--- src/rtl/dmem_ctrl.sv ---
// Core data-memory controller: aligns loads/stores onto a req/gnt + rvalid memory port.
// Latency: store >=2 stall cycles, load >=3; backpressure by holding mem_req_o until mem_gnt_i, abandoned after TIMEOUT cycles.
module dmem_ctrl #(
    parameter int TIMEOUT = 16
) (
    input  logic        clk,
    input  logic        rst_n,
    input  logic        ld_i,
    input  logic        st_i,
    input  logic [31:0] addr_i,
    input  logic [31:0] wdata_i,
    input  logic [2:0]  funct3_i,
    output logic        stall_o,
    output logic [31:0] rdata_o,
    output logic        misalign_o,
    output logic        timeout_o,
    output logic        mem_req_o,
    output logic        mem_we_o,
    output logic [31:0] mem_addr_o,
    output logic [3:0]  mem_be_o,
    output logic [31:0] mem_wdata_o,
    input  logic        mem_gnt_i,
    input  logic        mem_rvalid_i,
    input  logic [31:0] mem_rdata_i
);

    typedef enum logic [1:0] {IDLE, REQ, WAIT, DONE} state_t;

    typedef struct packed {
        logic [29:0] word_addr;
        logic [1:0]  lane;
        logic [3:0]  be;
        logic [31:0] wdata;
        logic        we;
        logic [2:0]  funct3;
    } acc_t;

    localparam logic [7:0] LAST_CNT = 8'(TIMEOUT - 1);

    state_t      state_q, state_d;
    acc_t        acc_q, acc_d, acc_new;
    logic [7:0]  cnt_q, cnt_d;
    logic [31:0] rdata_q, rdata_d;
    logic        misalign_q, misalign_d;
    logic        timeout_q, timeout_d;

    logic        access;
    logic        misaligned;
    logic        last_cycle;
    logic [7:0]  ld_byte;
    logic [15:0] ld_half;
    logic [31:0] ld_data;

    assign access     = ld_i | st_i;
    assign last_cycle = (cnt_q == LAST_CNT);

    // Decode the incoming access; a store wins when both requests are high.
    always_comb begin
        acc_new           = '0;
        acc_new.word_addr = addr_i[31:2];
        acc_new.lane      = addr_i[1:0];
        acc_new.we        = st_i;
        acc_new.funct3    = funct3_i;
        misaligned        = 1'b0;
        case (funct3_i[1:0])
            2'b00: begin
                acc_new.be    = 4'b0001 << addr_i[1:0];
                acc_new.wdata = {4{wdata_i[7:0]}};
            end
            2'b01: begin
                acc_new.be    = 4'b0011 << addr_i[1:0];
                acc_new.wdata = {2{wdata_i[15:0]}};
                misaligned    = addr_i[0];
            end
            default: begin
                acc_new.be    = 4'b1111;
                acc_new.wdata = wdata_i;
                misaligned    = (addr_i[1:0] != 2'b00);
            end
        endcase
    end

    // Pick the addressed lane out of the returned word and extend it.
    always_comb begin
        ld_byte = mem_rdata_i[{acc_q.lane, 3'b000} +: 8];
        ld_half = mem_rdata_i[{acc_q.lane[1], 4'b0000} +: 16];
        case (acc_q.funct3[1:0])
            2'b00:   ld_data = {{24{~acc_q.funct3[2] & ld_byte[7]}}, ld_byte};
            2'b01:   ld_data = {{16{~acc_q.funct3[2] & ld_half[15]}}, ld_half};
            default: ld_data = mem_rdata_i;
        endcase
    end

    always_comb begin
        state_d    = state_q;
        acc_d      = acc_q;
        cnt_d      = cnt_q;
        rdata_d    = rdata_q;
        misalign_d = misalign_q;
        timeout_d  = timeout_q;
        case (state_q)
            IDLE: begin
                if (access) begin
                    acc_d      = acc_new;
                    misalign_d = 1'b0;
                    timeout_d  = 1'b0;
                    if (misaligned) begin
                        state_d    = DONE;
                        misalign_d = 1'b1;
                        rdata_d    = '0;
                    end else begin
                        state_d = REQ;
                        cnt_d   = '0;
                    end
                end
            end
            REQ: begin
                cnt_d = cnt_q + 8'd1;
                if (mem_gnt_i && acc_q.we) begin
                    state_d = DONE;
                    rdata_d = '0;
                end else if (last_cycle) begin
                    // A load granted on its very last cycle is abandoned; its late rvalid is ignored.
                    state_d   = DONE;
                    timeout_d = 1'b1;
                    rdata_d   = '0;
                end else if (mem_gnt_i) begin
                    state_d = WAIT;
                end
            end
            WAIT: begin
                cnt_d = cnt_q + 8'd1;
                if (mem_rvalid_i) begin
                    state_d = DONE;
                    rdata_d = ld_data;
                end else if (last_cycle) begin
                    state_d   = DONE;
                    timeout_d = 1'b1;
                    rdata_d   = '0;
                end
            end
            DONE: begin
                state_d    = IDLE;
                misalign_d = 1'b0;
                timeout_d  = 1'b0;
            end
            default: state_d = IDLE;
        endcase
    end

    always_ff @(posedge clk) begin
        if (rst_n) begin
            state_q    <= IDLE;
            acc_q      <= '0;
            cnt_q      <= '0;
            rdata_q    <= '0;
            misalign_q <= 1'b0;
            timeout_q  <= 1'b0;
        end else begin
            state_q    <= state_d;
            acc_q      <= acc_d;
            cnt_q      <= cnt_d;
            rdata_q    <= rdata_d;
            misalign_q <= misalign_d;
            timeout_q  <= timeout_d;
        end
    end

    assign stall_o     = ((state_q == IDLE) && access) || (state_q == REQ) || (state_q == WAIT);
    assign rdata_o     = rdata_q;
    assign misalign_o  = (state_q == DONE) && misalign_q;
    assign timeout_o   = (state_q == DONE) && timeout_q;
    assign mem_req_o   = (state_q == REQ);
    assign mem_we_o    = acc_q.we;
    assign mem_addr_o  = {acc_q.word_addr, 2'b00};
    assign mem_be_o    = acc_q.be;
    assign mem_wdata_o = acc_q.wdata;

endmodule

--- config.mk ---
export PLATFORM = sky130hd
export DESIGN_NAME = dmem_ctrl
export DESIGN_NICKNAME = d
export VERILOG_FILES = /design/src/rtl/dmem_ctrl.sv
export SDC_FILE = /design/constraint.sdc
export NUM_CORES = 1
export LEC_CHECK = 0
export CORE_MARGIN = 2
export CORE_UTILIZATION = 35
export CTS_CLUSTER_SIZE = 20
export DETAILED_ROUTE_END_ITERATION = 10
export PLACE_DENSITY = 0.65
export SKIP_CTS_REPAIR_TIMING = 1
export SLEW_MARGIN = 20
export SYNTH_ARGS = -nofsm -noshare
export SYNTH_HDL_FRONTEND = slang
export SYNTH_SLANG_ARGS = --single-unit
--- constraint.sdc ---
create_clock -name clk -period 4.6 [get_ports clk]
set_clock_uncertainty 0.05 [all_clocks]
set_input_delay 0.46 -clock clk [delete_from_list [all_inputs] [get_ports clk]]
set_output_delay 0.46 -clock clk [all_outputs]
set_load 0.01 [all_outputs]
; Yosys cells after proc, flatten, opt, wreduce, memory -nomap -nowiden
; Index checks and enable logic that the tools add are counted.
[word_totals]
reg_bits = 116
latch_bits = 0
ramBits = 0
mem_bits_ro = 0
in_bits = 105
output_inout_bits = 105
wordCells = 81
mem_count = 0
[classes]
addsub = 1
mul = 0
div_mod_pow = 0
order_cmp = 0
eq_ne = 13
shift = 4
mux = 28
n_bitwise = 4
reduce_logical = 20
[ops]
columns = operator, n
row1 = 32-bit 2-to-1 mux, 5
row2 = 32-bit case mux with 3 select lines, 1
row3 = 36-bit case mux with 2 select lines, 1
row4 = 32-bit case mux with 2 select lines, 1
row5 = 32-bit by 6-bit variable part select with 16-bit output, 1
row6 = 32-bit by 6-bit variable part select with 8-bit output, 1
row7 = 8-bit 2-to-1 mux, 2
row8 = 8-bit case mux with 2 select lines, 1
row9 = 2-bit 2-to-1 mux, 7
row10 = 3-bit AND reduction, 4
row11 = "2-bit inequality test, second input constant", 5
row12 = "8-bit by 1-bit adder with 8-bit output, second input constant", 1
row13 = "8-bit by 4-bit equality test with 1-bit output, second input constant", 1
row14 = 2-bit case mux with 4 select lines, 1
row15 = "2-bit by 1-bit equality test with 1-bit output, second input constant", 3
row16 = 2-bit zero test, 3
row17 = 1-bit 2-to-1 mux, 6
row18 = 2-bit nonzero test, 3
row19 = "2-bit equality test, second input constant", 2
row20 = 1-bit logical AND, 4
row21 = "4-bit by 1-bit inequality test with 1-bit output, second input constant", 1
row22 = 1-bit case mux with 2 select lines, 2
row23 = 1-bit case mux with 4 select lines, 1
row24 = 2-bit AND reduction, 2
row25 = other kinds (9), 11

; Depth between registers and ports, before layout
[depth]
depth_word = 5
mapped_depth = 9
depth_no_buf = 6

; Worst setup path before layout
; OpenSTA, ideal clock, no wires.
[synth_timing]
kind = reg-to-output
startpoint = register state_q[0]
endpoint = output stall_o
arrival_ps = 1594
required_time_ps = 4090
slack_ps = 2496
path_stages_with_launch = 8
path_buffers = 3
path_cell_list = dfxtp_1 > inv_1 > ha_1 > buf_2 > o21a_1 > clkbuf_1 > buf_2 > or3_1
[synth_via]
elab_chain_cells = 4
elab_cells_between_ends = 6
cone_classes = eq/ne (2) / reduce/logical (4)
[synth_lines]
columns = item, line
row1 = "start, declared", 40  ; state_t state_q, state_d;
row2 = "start signal, assigned", 160  ; state_q <= state_d;
row3 = 2-bit zero test, 169  ; assign stall_o = ((state_q == IDLE) && access) || (state_q == REQ) || (state_q == WAIT);
row4 = 1-bit logical AND, 169
row5 = 1-bit logical OR, 169
row6 = 1-bit logical OR *, 169
row7 = "end, declared", 13  ; output logic stall_o,
; Mark *: on every way between the ends. The rest lies on a longest branch, timed or not.

; Final worst setup path
; Ends and elaborated chain as after synthesis.

==> report_table.html <==
<table>
<tr><th>Metric</th><th>Value</th></tr>
<tr><th colspan="2">Clock network</th></tr>
<tr><td>Number of CTS-inserted buffers</td><td>17</td></tr>
<tr><td>Sinks on Clock Net</td><td>approximately 120</td></tr>
<tr><td>Maximum buffer depth of the clock tree</td><td>2</td></tr>
<tr><td>Buffer type at the clock tree root</td><td>sky130_fd_sc_hd__clkbuf_16</td></tr>
<tr><td>Clock transition at the register clock pins on the worst setup and hold paths after CTS</td><td>0.05 ns</td></tr>
<tr><td>H-tree depth reported by CTS</td><td>4</td></tr>
<tr><td>CTS tree</td><td>built</td></tr>
<tr><td>Clock latency at the later pin of the worst-skew pair</td><td>0.41 ns</td></tr>
<tr><th colspan="2">STA</th></tr>
<tr><td>Final setup violation count</td><td>0</td></tr>
<tr><td>Tcrit/Tclk final</td><td>59.9%</td></tr>
<tr><td>Final-layout worst hold slack</td><td>0.402 ns</td></tr>
<tr><td>Unrepaired setup endpoints after global routing</td><td>no</td></tr>
<tr><td>Final number of hold-violating endpoints</td><td>0</td></tr>
<tr><td>Pins over their slew limit</td><td>0</td></tr>
<tr><td>Final period demand of the worst path</td><td>2.76 ns</td></tr>
<tr><td>Relative slew slack</td><td>30.7%</td></tr>
<tr><td>Fmax</td><td>between 300 and 400 MHz</td></tr>
<tr><td>Actual slew at the worst max-slew pin</td><td>around 1.0 ns</td></tr>
<tr><td>Setup TNS</td><td>0 ns</td></tr>
<tr><th colspan="2">Global route</th></tr>
<tr><td>Largest net degree at the start of global routing</td><td>between 90 and 100</td></tr>
<tr><td>GRT Resource Usage Total</td><td>18.6%</td></tr>
<tr><td>Antenna violations before repair</td><td>0</td></tr>
<tr><td>Number of global-route vias before repair</td><td>about 5,000</td></tr>
<tr><td>Wire length of the first global-routing pass</td><td>26.1 mm</td></tr>
<tr><td>Congestion Overflow GR</td><td>0</td></tr>
<tr><th colspan="2">Setup path</th></tr>
<tr><td>Critical path launch point type</td><td>flip-flop</td></tr>
<tr><td>Largest stage delay on the critical path</td><td>between 0.4 and 0.5 ns</td></tr>
<tr><td>Critical-path cell list</td><td>inv_1, ha_1, o21a_4, or3_1, clkdlybuf4s50_1</td></tr>
<tr><td>Worst path buffer plus inverter count</td><td>2</td></tr>
<tr><td>Crit path kind</td><td>flip-flop to output pin</td></tr>
<tr><td>Worst EP required</td><td>4.09 ns</td></tr>
<tr><td>Cell with the largest stage delay on the worst path</td><td>sky130_fd_sc_hd__clkdlybuf4s50_1</td></tr>
<tr><td>Cell type group with the largest total delay on the critical path</td><td>buffers and inverters</td></tr>
<tr><td>CP arrival</td><td>2.25 ns</td></tr>
<tr><td>Endpoint class of the critical path</td><td>output pin</td></tr>
<tr><td>Maximum fanout encountered on the critical timing path</td><td>8</td></tr>
<tr><th colspan="2">Drt</th></tr>
<tr><td>First-pass iteration count of the detailed router</td><td>4</td></tr>
<tr><td>Highest signal layer in the routed design</td><td>met4</td></tr>
<tr><td>Routed met1 length</td><td>7.19 mm</td></tr>
<tr><td>Routed met3 length</td><td>1.70 mm</td></tr>
<tr><td>Count of vias placed by the detailed router</td><td>approximately 5,300</td></tr>
<tr><td>Wire length reported by the detailed router</td><td>16.8 mm</td></tr>
<tr><td>Mean routed wirelength per cell</td><td>15.9 um</td></tr>
<tr><td>Vias/cell</td><td>between 4 and 5</td></tr>
<tr><td>Violation count after the first detailed-route iteration</td><td>~230</td></tr>
<tr><td>Drc violations</td><td>0</td></tr>
<tr><td>Number of nets with antenna violations after detailed routing</td><td>0</td></tr>
<tr><td>Amount of wire on met2 after detailed routing</td><td>between 7 and 8 mm</td></tr>
<tr><th colspan="2">Floorplanning</th></tr>
<tr><td>Die footprint</td><td>0.0177 sq mm</td></tr>
<tr><td>Width of the die</td><td>133 um</td></tr>
<tr><td>Number of core rows</td><td>47</td></tr>
<tr><td>Total I/O pin count</td><td>210</td></tr>
<tr><td>Initial Util</td><td>35.5%</td></tr>
<tr><td>Die span in y</td><td>133 um</td></tr>
<tr><td>Area of the placeable core</td><td>0.0165 sq mm</td></tr>
<tr><th colspan="2">Synthesis</th></tr>
<tr><td>Synth Warn #</td><td>0</td></tr>
<tr><td>Flip-flop cell with the highest count after synthesis</td><td>sky130_fd_sc_hd__dfxtp_1</td></tr>
<tr><td>Post-Synthesis Cells</td><td>710</td></tr>
<tr><td>Netlist Area Pre-Place</td><td>0.00584 sq mm</td></tr>
<tr><td>Avg Inst Size Synth</td><td>8.22 sq um</td></tr>
<tr><td>Number of different library cells in the post-synthesis netlist</td><td>51</td></tr>
<tr><td>Sequential element share of the synthesized area</td><td>39.8%</td></tr>
<tr><td>Number of enable-type register cells in the synthesized netlist</td><td>0</td></tr>
<tr><td>Post-synth ARST share</td><td>0%</td></tr>
<tr><td>Total of flip-flops plus latches after synthesis</td><td>116</td></tr>
<tr><th colspan="2">Finish</th></tr>
<tr><td>Nets@finish</td><td>939</td></tr>
<tr><td>Final standard cell utilization of the core</td><td>approximately half</td></tr>
<tr><td>Ratio of cells with drive above 1 in the final layout</td><td>approximately 7.4%</td></tr>
<tr><td>Layout fillers</td><td>1,612</td></tr>
<tr><td>Area growth, synth to finish</td><td>39.7%</td></tr>
<tr><td>Highest-count cells in the layout ignoring fill and taps</td><td>sky130_fd_sc_hd__clkdlybuf4s50_1 (206), sky130_fd_sc_hd__nand2_1 (134), sky130_fd_sc_hd__dfxtp_1 (116), sky130_fd_sc_hd__a21oi_1 (82), sky130_fd_sc_hd__inv_1 (41)</td></tr>
<tr><td>Most frequent standard cell in the layout excluding fill and tap cells</td><td>sky130_fd_sc_hd__clkdlybuf4s50_1</td></tr>
<tr><td>Final non-filler cell area</td><td>0.00816 sq mm</td></tr>
<tr><td>Antenna fix cells</td><td>0</td></tr>
<tr><th colspan="2">Power and ir drop</th></tr>
<tr><td>Worst IR Drop VDD</td><td>0.000261 V</td></tr>
<tr><td>Leakage</td><td>3.00 nW</td></tr>
<tr><td>Proportion of total power due to net switching</td><td>33.5%</td></tr>
<tr><td>PD cells</td><td>about 530 mW/mm^2</td></tr>
<tr><td>Cell internal power dissipation</td><td>approximately 2.9 mW</td></tr>
<tr><td>Fraction of power consumed by combinational cells</td><td>36.3%</td></tr>
<tr><td>Sw power</td><td>1.44 mW</td></tr>
<tr><td>Share of power burned in the clock network</td><td>between 30% and 40%</td></tr>
<tr><td>Portion of total power attributed to sequential cells</td><td>a little under a third</td></tr>
<tr><th colspan="2">Run status</th></tr>
<tr><td>Result of the run</td><td>complete, no violations</td></tr>
<tr><th colspan="2">Flow run</th></tr>
<tr><td>Maximum Capacitance Violations</td><td>0</td></tr>
<tr><th colspan="2">Placement</th></tr>
<tr><td>Placer Congestion</td><td>0.823</td></tr>
<tr><td>Area after DPL</td><td>0.00753 sq mm</td></tr>
<tr><td>Post-DP HPWL</td><td>11.6 mm</td></tr>
<tr><td>Total of buffers placed on input and output ports</td><td>207</td></tr>
<tr><th colspan="2">Hold path</th></tr>
<tr><td>Class of the most critical hold timing path</td><td>flip-flop to flip-flop</td></tr>
</table>
-- power groups by stage --
stage | logic [mW] | registers (mW) | clock network (mW)
finish | 1.56 | 1.33 | 1.40
floorplan | 1.15 | 1.31 | 0
CTS | 1.58 | 1.33 | 1.43
detailed placement | 1.57 | 1.35 | 0
global route | 1.71 | 1.36 | 1.48
global placement | 1.57 | 1.34 | 0
-- final timing paths --
check,from,to,slack [ns],cells after the start
worst max register to register,state_q[0]$_SDFFE_PP0P_,cnt_q[2]$_SDFFE_PP0P_,1.85,7
worst min register to register,mem_addr_o[24]$_SDFFE_PP0P_,mem_addr_o[24]$_SDFFE_PP0P_,0.40,2
worst max-delay path,state_q[0]$_SDFFE_PP0P_,stall_o,1.84,5
worst min-delay path,mem_addr_o[24]$_SDFFE_PP0P_,mem_addr_o[24]$_SDFFE_PP0P_,0.40,2
-- area by class of cell --
class	instances	area, sq um	area share (%)
Sequential cell	116	2320	28.5
Timing Repair Buffer	213	2110	25.9
Clock buffer	22	474	5.81
Clock inverter	10	153	1.87
Tap cell	220	275	3.37
Multi-Input combinational cell	439	2670	32.7
Inverter	41	154	1.89
-- cells in the mapped netlist (2+ instances only) --
| master | n | area, sq um |
|---|---|---|
| sky130_fd_sc_hd__o32ai_1 | 22 | 193 |
| sky130_fd_sc_hd__nor3_1 | 5 | 25.0 |
| sky130_fd_sc_hd__nand2b_1 | 2 | 12.5 |
| sky130_fd_sc_hd__a211oi_1 | 11 | 82.6 |
| sky130_fd_sc_hd__a21oi_1 | 82 | 410 |
| sky130_fd_sc_hd__o22ai_1 | 10 | 62.6 |
| sky130_fd_sc_hd__o21ai_1 | 2 | 10.0 |
| sky130_fd_sc_hd__o32ai_2 | 10 | 163 |
| sky130_fd_sc_hd__nor2b_1 | 3 | 18.8 |
| sky130_fd_sc_hd__dfxtp_1 | 116 | 2320 |
| sky130_fd_sc_hd__o21ai_0 | 26 | 130 |
| sky130_fd_sc_hd__or4_1 | 2 | 15.0 |
| sky130_fd_sc_hd__ha_1 | 6 | 75.1 |
| sky130_fd_sc_hd__mux2_2 | 7 | 78.8 |
| sky130_fd_sc_hd__clkbuf_1 | 33 | 124 |
| sky130_fd_sc_hd__a2bb2oi_1 | 7 | 61.3 |
| sky130_fd_sc_hd__buf_2 | 8 | 40.0 |
| sky130_fd_sc_hd__and2_1 | 11 | 68.8 |
| sky130_fd_sc_hd__nand2_1 | 134 | 503 |
| sky130_fd_sc_hd__nand3_1 | 4 | 20.0 |
| sky130_fd_sc_hd__or3_1 | 8 | 50.1 |
| sky130_fd_sc_hd__buf_6 | 2 | 22.5 |
| sky130_fd_sc_hd__a311oi_1 | 9 | 78.8 |
| sky130_fd_sc_hd__mux2i_1 | 26 | 260 |
| sky130_fd_sc_hd__nor2_1 | 29 | 109 |
| sky130_fd_sc_hd__inv_1 | 41 | 154 |
| sky130_fd_sc_hd__buf_4 | 70 | 526 |
-- state kept, by name (all words and copies together) (netlist names) --
signal       count
mem_wdata_o     32
rdata_o         32
mem_addr_o      30
cnt_q            8
acc_q            5
mem_be_o         4
state_q          2
mem_we_o         1
misalign_q       1
timeout_q        1
-- per-layer routing --
metal,vias up,track usage (%)
met5,-,0
met4,0,7.68
met3,32,7.46
li1,2627,-
met1,2417,22.7
met2,209,29.3
-- worst register-to-register path, cell delays in order (launching register included) --
cell and delay, ns:
sky130_fd_sc_hd__dfxtp_1 0.34, sky130_fd_sc_hd__inv_1 0.13, sky130_fd_sc_hd__ha_1 0.43, sky130_fd_sc_hd__o21a_4 0.21, sky130_fd_sc_hd__buf_4 0.64, sky130_fd_sc_hd__nand3_1 0.19
sky130_fd_sc_hd__o21ai_0 0.55, sky130_fd_sc_hd__a21oi_1 0.08
-- metrics by stage --
stage / power [mW] / setup WS, ns / cells
3_3_place_gp: 2.91 / 1.55 / 1029
3_5_place_dp: 2.92 / 1.53 / 1029
2_1_floorplan: 2.47 / 2.50 / 711
6_report: 4.29 / 1.84 / 1061
4_1_cts: 4.35 / 1.74 / 1061
5_1_grt: 4.54 / 1.46 / 1061
-- kinds of logic after synthesis --
group           count (synthesis)  share of synthesized area, %
simple gates                  205                          15.0
mux                            33                          5.81
buf+inv                       156                          15.0
flops                         116                          39.8
compound gates                193                          23.1
fa+ha+maj                       6                          1.29
other cells                     1                        0.0642
No activity file was read; power rests on OpenSTA's default activity.
